===== src/rtl/instruction_fetch.sv =====
// -----------------------------------------------------------------------------
// instruction_fetch
//   Instruction Fetch stage of the five-stage pipeline. Holds the fetch PC,
//   issues word reads to instruction memory, buffers the returned words in a
//   small in-order queue and hands them to decode with a valid/ready handshake.
//   A branch redirect flushes the queue and discards every response that was
//   still in flight when the redirect happened.
//
// Ports
//   clock, reset        : single clock, synchronous active-high reset
//   out_Mem_req/addr    : read request toward instruction memory (word aligned)
//   in_Mem_ready        : memory accepts the request this cycle
//   in_Mem_valid/data   : in-order read response, at most one per cycle
//   in_Branch_taken     : redirect strobe from a later stage
//   in_Branch_target    : redirect address (low two bits ignored)
//   out_Instr_valid     : queue head valid toward decode
//   in_Instr_ready      : decode accepts the head
//   out_Instruction     : queue head instruction word
//   out_Instr_pc        : address of out_Instruction
//   out_Pc_plus8        : out_Instr_pc + 8 (architectural R15 read value)
// -----------------------------------------------------------------------------
`ifndef WordWidth
`define WordWidth 32
`endif
`ifndef InstructionWidth
`define InstructionWidth 32
`endif

module instruction_fetch #(
  parameter logic [31:0] RESET_VECTOR    = 32'h0000_0000,
  parameter int          QUEUE_DEPTH     = 4,
  parameter int          MAX_OUTSTANDING = 2
) (
  input  logic                           clock,
  input  logic                           reset,
  output logic                           out_Mem_req,
  output logic [`WordWidth-1:0]          out_Mem_addr,
  input  logic                           in_Mem_ready,
  input  logic                           in_Mem_valid,
  input  logic [`InstructionWidth-1:0]   in_Mem_data,
  input  logic                           in_Branch_taken,
  input  logic [`WordWidth-1:0]          in_Branch_target,
  output logic                           out_Instr_valid,
  input  logic                           in_Instr_ready,
  output logic [`InstructionWidth-1:0]   out_Instruction,
  output logic [`WordWidth-1:0]          out_Instr_pc,
  output logic [`WordWidth-1:0]          out_Pc_plus8
);

  localparam int PW = $clog2(QUEUE_DEPTH);
  localparam int CW = PW + 1;
  localparam logic [1:0]  MAX_OUT     = 2'(MAX_OUTSTANDING);
  localparam logic [CW:0] DEPTH_SLOTS = (CW+1)'(QUEUE_DEPTH);

  logic [`WordWidth-1:0]        pc;
  logic [1:0]                   outstanding;
  logic [1:0]                   outstanding_next;
  logic [1:0]                   drop;

  logic [`InstructionWidth-1:0] instr_q [QUEUE_DEPTH];
  logic [`WordWidth-1:0]        pc_q    [QUEUE_DEPTH];
  logic [PW-1:0]                rd_ptr;
  logic [PW-1:0]                wr_ptr;
  logic [CW-1:0]                count;

  // Addresses of accepted requests in issue order; the oldest entry names the
  // next response. Four slots always cover the outstanding limit of three.
  logic [`WordWidth-1:0]        slot_pc [4];
  logic [1:0]                   slot_wr;
  logic [1:0]                   slot_rd;

  logic                         accept;
  logic                         push;
  logic                         pop;
  logic [CW:0]                  used_slots;
  logic                         unused_target_bits;

  assign unused_target_bits = ^in_Branch_target[1:0];

  // Every outstanding request reserves a queue entry so a response always
  // has room when it arrives.
  assign used_slots  = {1'b0, count} + (CW+1)'(outstanding);
  assign out_Mem_req = !reset && !in_Branch_taken &&
                       (outstanding < MAX_OUT) && (used_slots < DEPTH_SLOTS);
  assign out_Mem_addr = pc;
  assign accept = out_Mem_req && in_Mem_ready;

  // A response is kept only when no stale requests remain ahead of it and no
  // redirect is flushing the queue in this same cycle.
  assign push = in_Mem_valid && (drop == 2'd0) && !in_Branch_taken;
  assign pop  = out_Instr_valid && in_Instr_ready && !in_Branch_taken;

  assign out_Instr_valid = (count != '0);
  assign out_Instruction = instr_q[rd_ptr];
  assign out_Instr_pc    = pc_q[rd_ptr];
  assign out_Pc_plus8    = pc_q[rd_ptr] + 32'd8;

  always_comb begin
    outstanding_next = outstanding;
    case ({accept, in_Mem_valid})
      2'b10:   outstanding_next = outstanding + 2'd1;
      2'b01:   outstanding_next = outstanding - 2'd1;
      default: outstanding_next = outstanding;
    endcase
  end

  // On a redirect the drop counter is loaded with whatever is still in flight
  // after this cycle's response retires, so later stale responses are
  // discarded; reloading it on a back-to-back redirect keeps that true.
  always_ff @(posedge clock) begin
    if (reset) begin
      pc          <= RESET_VECTOR;
      outstanding <= 2'd0;
      drop        <= 2'd0;
      rd_ptr      <= '0;
      wr_ptr      <= '0;
      count       <= '0;
      slot_wr     <= 2'd0;
      slot_rd     <= 2'd0;
      for (int i = 0; i < QUEUE_DEPTH; i++) begin
        instr_q[i] <= '0;
        pc_q[i]    <= '0;
      end
      for (int i = 0; i < 4; i++) begin
        slot_pc[i] <= '0;
      end
    end else begin
      outstanding <= outstanding_next;
      if (accept) begin
        slot_pc[slot_wr] <= pc;
        slot_wr          <= slot_wr + 2'd1;
      end
      if (in_Mem_valid) begin
        slot_rd <= slot_rd + 2'd1;
      end
      if (in_Branch_taken) begin
        pc     <= {in_Branch_target[31:2], 2'b00};
        drop   <= outstanding_next;
        rd_ptr <= '0;
        wr_ptr <= '0;
        count  <= '0;
      end else begin
        if (accept) begin
          pc <= pc + 32'd4;
        end
        if (in_Mem_valid && (drop != 2'd0)) begin
          drop <= drop - 2'd1;
        end
        if (push) begin
          instr_q[wr_ptr] <= in_Mem_data;
          pc_q[wr_ptr]    <= slot_pc[slot_rd];
          wr_ptr          <= wr_ptr + PW'(1);
        end
        if (pop) begin
          rd_ptr <= rd_ptr + PW'(1);
        end
        case ({push, pop})
          2'b10:   count <= count + CW'(1);
          2'b01:   count <= count - CW'(1);
          default: count <= count;
        endcase
      end
    end
  end

  // Memory must never answer when nothing is outstanding.
  always_ff @(posedge clock) begin
    if (!reset && in_Mem_valid) begin
      assert (outstanding != 2'd0);
    end
  end

endmodule


===== config.mk =====
export PLATFORM = sky130hd
export DESIGN_NAME = instruction_fetch
export DESIGN_NICKNAME = d
export VERILOG_FILES = /design/src/rtl/instruction_fetch.sv
export SDC_FILE = /design/constraint.sdc
export NUM_CORES = 1
export LEC_CHECK = 0
export ABC_AREA = 1
export CORE_MARGIN = 8
export CORE_UTILIZATION = 41
export CTS_BUF_LIST = sky130_fd_sc_hd__clkbuf_16
export CTS_CLUSTER_SIZE = 14
export DETAILED_ROUTE_END_ITERATION = 12
export HOLD_SLACK_MARGIN = 0.02
export PLACE_DENSITY = 0.7
export SYNTH_ARGS = -nofsm -noshare
export SYNTH_HDL_FRONTEND = slang
export SYNTH_SLANG_ARGS = --single-unit

===== constraint.sdc =====
create_clock -name clock -period 11.7 [get_ports clock]
set_input_delay 2.925 -clock clock [delete_from_list [all_inputs] [get_ports clock]]
set_output_delay 2.925 -clock clock [all_outputs]
set_load 0.01 [all_outputs]

==> qor.yml <==
status: "finished clean"
fp.dieW_um: 238
h-tree-depth: 2
clockPowerShare_pct: 38.8
drv_cap: 0
core_area_um2: 48700
period_needed_ps: 8520
setup_viol: 0
cts_buffer_depth: 3
ys_ff_latch: 417
synth-edff-count: 368
peakVddDrop_mv: 0.106
drt_iter0_drc: 1318
power_density_nw_per_um2: 145
rsz0062_at_grt: "no"
path_max_fanout: 22
cpMostUsedCell: "clkdlybuf4s50_1"
final_util_pct: 49.2
cp_slowest_stage_delay_ps: 890
grt_pass1_vias: 15800
critPathSlowestCell: "clkdlybuf4s50_1"
synth_area_per_cell_um2: 8.95
regArea_um2: 12000
pre_cts_slack_ps: 3160
internal-power_uw: 2600
ant_nets: 0
worstSetupPathType: "primary input to primary output"
ys_seq_area_share_pct: 59.7
grt_pass1_wl_mm: 85.0
required_ps: 8780
gp_congestion: 0.885
dieHeight_um: 238
grt_usage_pct: 18.7
crit_path_cell_trace: "clkdlybuf4s50_1 -> inv_2 -> nand2_2 -> nor3b_1 -> clkdlybuf4s50_1"
worst_pin_slew_ps: 1110
antenna_cells: 0
io_buffer_count: 191
antenna_found_initial: 0
vias: 16000
grt_max_degree: 85
layout-drive-gt1-share_pct: 6.13
netlist_area_um2: 20100
cts-resized-gates: 0
cts-buffers-inserted: 46
netlist_instances: 2250
nets: 2470
area_growth_syn_to_layout_pct: 18.9
final_cell_mix: "579 x nand2_1, 457 x nor2_1, 368 x edfxtp_1, 191 x clkdlybuf4s50_1, 178 x inv_1"
p_leak_uw: 0.00926
hold_viol: 0
drt_wl_total_mm: 53.6
crit_arrival_ps: 5590
cts_setup_buffers: 0
p_sw_share_pct: 24.9
rows: 81
firstDrtPassIters: 5
power_frac_comb_pct: 11.3
min_path_type: "register to register"
insertion_delay_ps: 580
finalMaxSlewViolations: 0
critical_path.startpoint_type: "primary input"
cts_hold_buf: 0
end_kind: "primary output"
synth_flop_cell: "edfxtp_1"
clockRootBuffer: "clkbuf_16"
final_common_cell: "nand2_1"
fmax_ghz: 0.117
setup_ws_ps: 3180
yosys_warnings: 0
period_share_pct: 72.8
fill_cells: 4447
netSwitchingPower_uw: 863
slew_headroom_pct: 25.9
synthArstFlopShare_pct: 0
cts_tree: "done"
clk_pin_slew_ps: 60
multiInputGateArea_um2: 6940
dp_hpwl_mm: 33.3
io_pins: 200
drcViolationCount: 0
grt-ovfl-total: 0
clock-skew-final_ps: 20.5
viasPerCell: 5.16
wl_per_cell_um: 17.3
initial_core_util_pct: 41.3
fin_tns_setup_ps: 0
p_seq_share_pct: 50.0
clock-sinks: 417
ys_types: 39
design.die.area_um2: 56500
[worst max-delay path, delay by kind of cell]
kind	cells	cell delay (ps)
buf+inv	3	2150
simple gates	2	500
[final timing paths]
path / startpoint / end / slack, ps / depth (start not counted)
setup / recovery: reset / out_Mem_req / 3180 / 5
hold / removal: slot_rd[1]$_SDFFE_PP0P_ / slot_rd[1]$_SDFFE_PP0P_ / 450 / 1
setup reg to reg: drop[0]$_SDFFE_PP0P_ / pc_q[2][18]$_SDFFCE_PN0P_ / 8450 / 9
hold reg to reg: slot_rd[1]$_SDFFE_PP0P_ / slot_rd[1]$_SDFFE_PP0P_ / 450 / 1
[area by class of cell]
| cell class | count | area share [%] |
|---|---|---|
| clock buffer | 46 | 4.80 |
| sequential | 417 | 50.2 |
| clock inverter | 39 | 1.06 |
| multi-input combinational | 1539 | 28.9 |
| tap | 664 | 3.47 |
| timing repair buffer | 217 | 8.79 |
| inverter | 172 | 2.70 |
[per-stage QoR]
step	instances	total power, µW	hold WS, ps	area [µm²]
6_report	3094	3470	446	24000
2_1_floorplan	2255	1970	412	20200
4_1_cts	3094	3490	448	24000
3_3_place_gp	3009	2140	430	22600
3_5_place_dp	3009	2150	436	22600
5_1_grt	3094	3590	469	24000
[Yosys cell counts (3+ instances only)]
cell	number	share of area (%)
nor3_1	69	1.7
a32o_1	30	1.5
o21ai_0	110	2.7
nand2_2	20	0.62
nor2_1	458	8.5
clkbuf_1	84	1.6
inv_2	7	0.13
xor2_1	24	1.0
nor2_4	5	0.28
a21oi_1	64	1.6
buf_4	12	0.45
nor2_2	12	0.37
dfxtp_1	49	4.9
nand4_1	10	0.31
nand3_2	3	0.15
nand3_1	90	2.2
o22ai_1	33	1.0
buf_6	7	0.39
buf_2	18	0.45
a31oi_1	5	0.16
buf_1	5	0.093
ha_1	6	0.37
edfxtp_1	368	55
nand2_1	581	11
inv_1	163	3.0
[per-layer routing]
metal  track usage [%]  wire [µm]
met2              31.4      25400
met4              3.93        774
met3              3.34       4170
met1              25.1      23300
met5                 0          0
[registers in the layout (all words and copies together), names as in the netlist, named ones only]
register and flops:
instr_q 128, slot_rd 2, slot_pc 120, count 3, out_Mem_addr 30, slot_wr 2, drop 2, rd_ptr 2
pc_q 120, wr_ptr 2, outstanding 2
[logic make-up after synthesis]
family	count (synthesis)	share of synthesized area, %
buf+inv	299	6.17
other cells	1	0.0186
flops	417	59.7
compound gates	248	7.20
simple gates	1253	25.3
xor+xnor	25	1.09
fa+ha+maj	7	0.472
[power by group through the flow]
stage / Sequential (µW) / Combinational, µW / Clock (µW)
finish: 1730 / 391 / 1340
global route: 1740 / 430 / 1430
CTS: 1730 / 394 / 1370
detailed placement: 1760 / 392 / 0
global placement: 1760 / 385 / 0
floorplan: 1760 / 210 / 0
Note: power is estimated with default switching activity, not from simulation.
